[config.mk]
export PLATFORM = sky130hd
export DESIGN_NAME = decode_stage
export DESIGN_NICKNAME = d
export VERILOG_FILES = /design/src/rtl/decode_stage.sv
export SDC_FILE = /design/constraint.sdc
export NUM_CORES = 1
export LEC_CHECK = 0
export ABC_AREA = 1
export BUFFER_PORTS_ARGS = -buffer_cell sky130_fd_sc_hd__buf_2
export CAP_MARGIN = 20
export CORE_ASPECT_RATIO = 0.6
export CORE_MARGIN = 5
export CORE_UTILIZATION = 50
export CTS_CLUSTER_SIZE = 40
export DETAILED_ROUTE_END_ITERATION = 10
export PLACE_DENSITY = 0.77
export SYNTH_ARGS = -nofsm -noshare
export SYNTH_HDL_FRONTEND = slang
export SYNTH_SLANG_ARGS = --single-unit
[constraint.sdc]
create_clock -name clk -period 1.66 [get_ports clk]
set_clock_uncertainty 0.15 [all_clocks]
set_input_delay 0.083 -clock clk [delete_from_list [all_inputs] [get_ports clk]]
set_output_delay 0.083 -clock clk [all_outputs]
set_load 0.05 [all_outputs]
[src/rtl/decode_stage.sv]
// RV32/RV64 registered decode stage: field split, immediate build, opcode
// classification and illegal-encoding detection behind a valid/ready pipe.
//
// state   | meaning
// --------+------------------------------------------------------------
// S_EMPTY | no decoded entry held, out_valid low
// S_ONE   | entry 0 valid and driving out_*
// S_TWO   | entry 0 driving out_*, entry 1 queued behind it (SKID only)

package lib_pkg;
    typedef enum logic [3:0] {
        OP_LUI     = 4'd0,
        OP_AUIPC   = 4'd1,
        OP_JAL     = 4'd2,
        OP_JALR    = 4'd3,
        OP_BRANCH  = 4'd4,
        OP_LOAD    = 4'd5,
        OP_STORE   = 4'd6,
        OP_OPIMM   = 4'd7,
        OP_OP      = 4'd8,
        OP_MISCMEM = 4'd9,
        OP_SYSTEM  = 4'd10
    } op_type_t;
endpackage

module decode_stage #(
    parameter int XLEN  = 32,
    parameter int M_EXT = 0,
    parameter int SKID  = 1
) (
    input  logic            clk,
    input  logic            rst,
    input  logic            flush,
    input  logic            in_valid,
    output logic            in_ready,
    input  logic [31:0]     in_instr,
    input  logic [XLEN-1:0] in_pc,
    output logic            out_valid,
    input  logic            out_ready,
    output logic [XLEN-1:0] out_pc,
    output logic [3:0]      out_op_type,
    output logic [4:0]      out_rs1,
    output logic [4:0]      out_rs2,
    output logic [4:0]      out_rd,
    output logic [2:0]      out_funct3,
    output logic [6:0]      out_funct7,
    output logic [XLEN-1:0] out_imm,
    output logic            out_is_word,
    output logic            out_illegal
);
    import lib_pkg::*;

    localparam bit RV64 = (XLEN == 64);

    typedef struct packed {
        logic [XLEN-1:0] pc;
        op_type_t        op;
        logic [4:0]      rs1;
        logic [4:0]      rs2;
        logic [4:0]      rd;
        logic [2:0]      funct3;
        logic [6:0]      funct7;
        logic [XLEN-1:0] imm;
        logic            is_word;
        logic            illegal;
    } entry_t;

    typedef enum logic [1:0] {S_EMPTY, S_ONE, S_TWO} state_t;

    function automatic logic [XLEN-1:0] sext32(input logic [31:0] v);
        logic [63:0] t;
        t = {{32{v[31]}}, v};
        return t[XLEN-1:0];
    endfunction

    state_t      state_q, state_d;
    entry_t      e0_q, e0_d, e1_q, e1_d;
    logic        in_ready_q, in_ready_d;
    entry_t      dec;
    logic        accept, xfer;

    logic [6:0]  opc;
    logic [2:0]  f3;
    logic [6:0]  f7;
    logic [5:0]  f6;
    logic [31:0] imm_i, imm_s, imm_b, imm_u, imm_j;

    assign opc   = in_instr[6:0];
    assign f3    = in_instr[14:12];
    assign f7    = in_instr[31:25];
    assign f6    = in_instr[31:26];
    assign imm_i = {{20{in_instr[31]}}, in_instr[31:20]};
    assign imm_s = {{20{in_instr[31]}}, in_instr[31:25], in_instr[11:7]};
    assign imm_b = {{19{in_instr[31]}}, in_instr[31], in_instr[7], in_instr[30:25], in_instr[11:8], 1'b0};
    assign imm_u = {in_instr[31:12], 12'b0};
    assign imm_j = {{11{in_instr[31]}}, in_instr[31], in_instr[19:12], in_instr[20], in_instr[30:21], 1'b0};

    // Combinational decode of the offered instruction.
    always_comb begin
        logic [31:0] imm32;
        logic        ill;
        logic        word;
        op_type_t    op;
        imm32 = '0;
        ill   = 1'b0;
        word  = 1'b0;
        op    = OP_SYSTEM;
        case (opc)
            7'b0110111: begin op = OP_LUI;    imm32 = imm_u; end
            7'b0010111: begin op = OP_AUIPC;  imm32 = imm_u; end
            7'b1101111: begin op = OP_JAL;    imm32 = imm_j; end
            7'b1100111: begin op = OP_JALR;   imm32 = imm_i; ill = (f3 != 3'b000); end
            7'b1100011: begin
                op = OP_BRANCH; imm32 = imm_b;
                ill = (f3 == 3'b010) || (f3 == 3'b011);
            end
            7'b0000011: begin
                op = OP_LOAD; imm32 = imm_i;
                ill = (f3 == 3'b111) || (!RV64 && ((f3 == 3'b011) || (f3 == 3'b110)));
            end
            7'b0100011: begin
                op = OP_STORE; imm32 = imm_s;
                ill = f3[2] || (!RV64 && (f3 == 3'b011));
            end
            7'b0010011: begin
                op = OP_OPIMM; imm32 = imm_i;
                if (f3 == 3'b001)
                    ill = RV64 ? (f6 != 6'b0) : (f7 != 7'b0);
                else if (f3 == 3'b101)
                    ill = RV64 ? !((f6 == 6'b0) || (f6 == 6'b010000))
                               : !((f7 == 7'b0) || (f7 == 7'b0100000));
            end
            7'b0110011: begin
                op = OP_OP;
                ill = !((f7 == 7'b0000000) ||
                        ((f7 == 7'b0100000) && ((f3 == 3'b000) || (f3 == 3'b101))) ||
                        ((f7 == 7'b0000001) && (M_EXT != 0)));
            end
            7'b0001111: op = OP_MISCMEM;
            7'b1110011: op = OP_SYSTEM;
            7'b0011011: begin
                op = OP_OPIMM; word = 1'b1; imm32 = imm_i;
                ill = !RV64 || !((f3 == 3'b000) || (f3 == 3'b001) || (f3 == 3'b101));
            end
            7'b0111011: begin
                op = OP_OP; word = 1'b1;
                ill = !RV64 || !((f3 == 3'b000) || (f3 == 3'b001) || (f3 == 3'b101)) ||
                      ((f7 == 7'b0000001) && (M_EXT == 0));
            end
            default: ill = 1'b1;
        endcase
        // Illegal entries are reported as SYSTEM with no immediate so execute can trap uniformly.
        if (ill) begin
            op    = OP_SYSTEM;
            imm32 = '0;
            word  = 1'b0;
        end
        dec         = '0;
        dec.pc      = in_pc;
        dec.op      = op;
        dec.rs1     = in_instr[19:15];
        dec.rs2     = in_instr[24:20];
        dec.rd      = in_instr[11:7];
        dec.funct3  = f3;
        dec.funct7  = f7;
        dec.imm     = sext32(imm32);
        dec.is_word = word;
        dec.illegal = ill;
    end

    assign out_valid = (state_q != S_EMPTY);
    assign in_ready  = (SKID != 0) ? in_ready_q : ((state_q == S_EMPTY) || out_ready);
    assign accept    = in_valid && in_ready;
    assign xfer      = out_valid && out_ready;

    // Buffer occupancy and entry movement; flush overrides everything.
    always_comb begin
        state_d = state_q;
        e0_d    = e0_q;
        e1_d    = e1_q;
        case (state_q)
            S_EMPTY: if (accept) begin e0_d = dec; state_d = S_ONE; end
            S_ONE: begin
                if (accept && xfer) e0_d = dec;
                else if (accept) begin e1_d = dec; state_d = S_TWO; end
                else if (xfer) state_d = S_EMPTY;
            end
            S_TWO: if (xfer) begin e0_d = e1_q; state_d = S_ONE; end
            default: state_d = S_EMPTY;
        endcase
        if (flush) begin
            state_d = S_EMPTY;
            e0_d    = e0_q;
            e1_d    = e1_q;
        end
        in_ready_d = (state_d != S_TWO);
    end

    // State and payload registers with synchronous reset.
    always_ff @(posedge clk) begin
        if (rst) begin
            state_q    <= S_EMPTY;
            e0_q       <= '0;
            e1_q       <= '0;
            in_ready_q <= 1'b1;
        end else begin
            state_q    <= state_d;
            e0_q       <= e0_d;
            e1_q       <= e1_d;
            in_ready_q <= in_ready_d;
        end
    end

    assign out_pc      = e0_q.pc;
    assign out_op_type = e0_q.op;
    assign out_rs1     = e0_q.rs1;
    assign out_rs2     = e0_q.rs2;
    assign out_rd      = e0_q.rd;
    assign out_funct3  = e0_q.funct3;
    assign out_funct7  = e0_q.funct7;
    assign out_imm     = e0_q.imm;
    assign out_is_word = e0_q.is_word;
    assign out_illegal = e0_q.illegal;

endmodule
==> impl_metrics.yaml <==
layout:
  syn2layout_area_growth_pct: 44.60
  final_util_pct: 73.43
  fillCellCount: 1192
  nets: 1479
  drive_above_1_share_pct: 26.91
  final_cells: 1632
  mostFrequentLayoutCell: "nand2_1"
  layout_common_cells: "nand2_1 (239), dfxtp_1 (190), buf_2 (164)"
  n_antenna_cell: 0
synthesis:
  syn-mean-instance-area_um2: 7.210
  ys_ff_latch: 193
  synth_top_area_share_pct: 46.92
  syn_inst: 1142
  syn_area_um2: 8234
  netlist-cell-type-count: 28
  synth_warnings: 0
  seq_area_frac_synth_pct: 46.92
  yosysTopAreaCell: "dfxtp_1"
  syn-num-nets: 1211
  synthTopCellsByArea: "dfxtp_1 (47%), o21ai_0 (12%), nand2_1 (11%), a21oi_1 (10%), a31oi_1 (4.3%)"
clock_tree:
  numCtsBuffers: 17
  cts_max_level: 4
  clockBufferDepth: 2
  clock-sinks: 193
  clock_latency_ns: 0.43
  clk_pin_slew_ns: 0.08
  root_buffer: "clkbuf_16"
  cts_tree: "built"
timing:
  slew_violations: 0
  rsz0062_at_grt: "yes"
  fin_crit_ns: 1.714
  worst_pin_slew_ns: 0.6834
  hold_violations: 0
  slew_headroom_pct: 54.14
  max_freq_mhz: 583.3
  min_period_over_period_pct: 103.3
  setup_viol: 76
  setup_slack_ns: -0.05439
  fin_setup_tns_ns: -1.910
die:
  die_x_um: 175.7
  core_um2: 16220
  start_util_pct: 50.78
  rows: 36
  io_pins: 166
  die_y_um: 109.4
  dieArea_um2: 19220
detailed_routing:
  drt-pass1-iter-count: 6
  wl_met1_um: 13490
  route.detailed.drc: 0
  routed-wl-met2_um: 12800
  finalWirelength_um: 30490
  drt_iter0_markers: 1134
  antenna_left: 0
  topRoutingLayerUsed: "met4"
  vias: 9309
  viasPerCell: 5.704
  met3_length_um: 3480
  wl_per_cell_um: 18.68
pwr:
  total_power_mw: 10.94
  ir_worst_vdd_uv: 706.9
  power.density_nw_per_um2: 918.8
  p_leak_nw: 5.148
global_route:
  antenna_found_initial: 0
  grt_pass1_vias: 8057
  grt_pass1_wl_um: 41350
  track_usage_pct: 26.55
  overflow: 0
  grt_max_degree: 67
hold_path:
  hp-class: "primary input to flip-flop"
place:
  port_buffers: 165
  dpl.hpwl_um: 16980
  routabilityCongestion: 0.9765
  place_inst: 1499
critical_path:
  cp_max_fo: 14
  critPathArrivalTime_ns: 1.88
  crit_required_ns: 1.82
  worstSetupPathType: "flip-flop to flip-flop"
  worst_setup_path_start_kind: "flip-flop"
  critPathCaptureType: "flip-flop"
run_status:
  violations: "negative setup slack"
  status: "finished with violations"
job:
  drv_cap: 0
-- cell families (layout without fill, tap and decap cells) --
kind of cell / Yosys count / after routing / share of synthesized area (%)
AOI/OAI and AO/OA: 426 / 426 / 26.96
and+or+nand+nor: 348 / 348 / 17.47
DFF: 193 / 193 / 46.92
buffers and inverters: 175 / 456 / 8.646
-- cell usage after synthesis --
cell      number
o211ai_1       1
nand2_1      242
nand3_1       48
inv_1         74
o21ai_1        1
nor3_4         1
a21oi_1      170
buf_1          3
nand3_2        1
o21a_1         1
a211oi_1       1
clkbuf_1      65
nor2_2         1
clkinv_1       1
nor2_1        43
inv_2         10
o21ai_0      192
buf_6          4
buf_2         17
a31oi_1       57
dfxtp_1      193
buf_4          1
a21oi_2        1
o21bai_1       2
nor2_4         4
nand4_1        2
nand2_2        5
nand3b_1       1
-- registers in the layout (all words and copies together) (netlist names), 2 cells and up --
| register | flops |
|---|---|
| out_rd | 5 |
| state_q | 2 |
| out_rs2 | 5 |
| out_rs1 | 5 |
| out_op_type | 4 |
| out_imm | 32 |
| out_funct7 | 7 |
| out_pc | 32 |
| e1_q | 95 |
| out_funct3 | 3 |
-- timing repair --
item                                   in CTS  in global routing
buffers inserted                            6                 10
setup endpoints to repair                  68                164
cloned                                      2                 22
endpoints found under the hold margin     142                  0
hold buffers                               62                  0
resized for setup                          18                132
pin swaps                                   1                  6
-- layout make-up --
type	instances	area, µm²	share of cell area, %
sequential	193	3875	32.55
inverter	85	336.6	2.827
multi-input combinational	774	3881	32.60
clock buffer	18	429.2	3.604
tap	209	261.5	2.196
timing repair buffer	339	2978	25.01
clock inverter	14	145.1	1.219
-- per-layer routing --
layer | GRT usage [%] | vias up
met5 | 0 | -
met4 | 6.174 | 0
met3 | 6.151 | 77
met2 | 38.95 | 591
met1 | 39.65 | 4247
li1 | - | 4394
-- final timing paths --
kind	from	end	slack [ns]	cells after the start
min reg2reg	e1_q[82]	e1_q[82]	0.30	2
max	state_q[1]	e1_q[22]	-0.05	9
min	in_instr[12]	e1_q[41]	0.04	4
max reg2reg	state_q[1]	e1_q[22]	-0.05	9
-- worst max-delay path, stage by stage (launching register included) --
cell,delay [ns]
dfxtp_4,0.37
buf_4,0.12
inv_2,0.05
nand3_1,0.10
inv_2,0.06
nand2_4,0.13
clkinv_8,0.12
buf_12,0.16
o21ai_0,0.25
a21oi_1,0.07
-- metrics by stage --
| stage | instance area (µm²) | hold WS [ns] | setup slack, ns |
|---|---|---|---|
| floorplan | 8249 | 0.07762 | -0.002434 |
| global placement | 9673 | 0.1983 | -0.1934 |
| detailed placement | 9673 | 0.2064 | -0.2154 |
| CTS | 11000 | 0.02291 | -0.01378 |
| global route | 11910 | 0.06253 | -0.1317 |
| finish | 11910 | 0.03646 | -0.05439 |
-- power breakdown --
group / internal [mW] / switching (mW) / leakage [nW]
combinational: 0.702 / 1.29 / 3.29
sequential: 4.81 / 0.113 / 1.57
clock: 2.01 / 2.02 / 0.283
total: 7.52 / 3.42 / 5.15
Power figures use the tool's default switching activity.
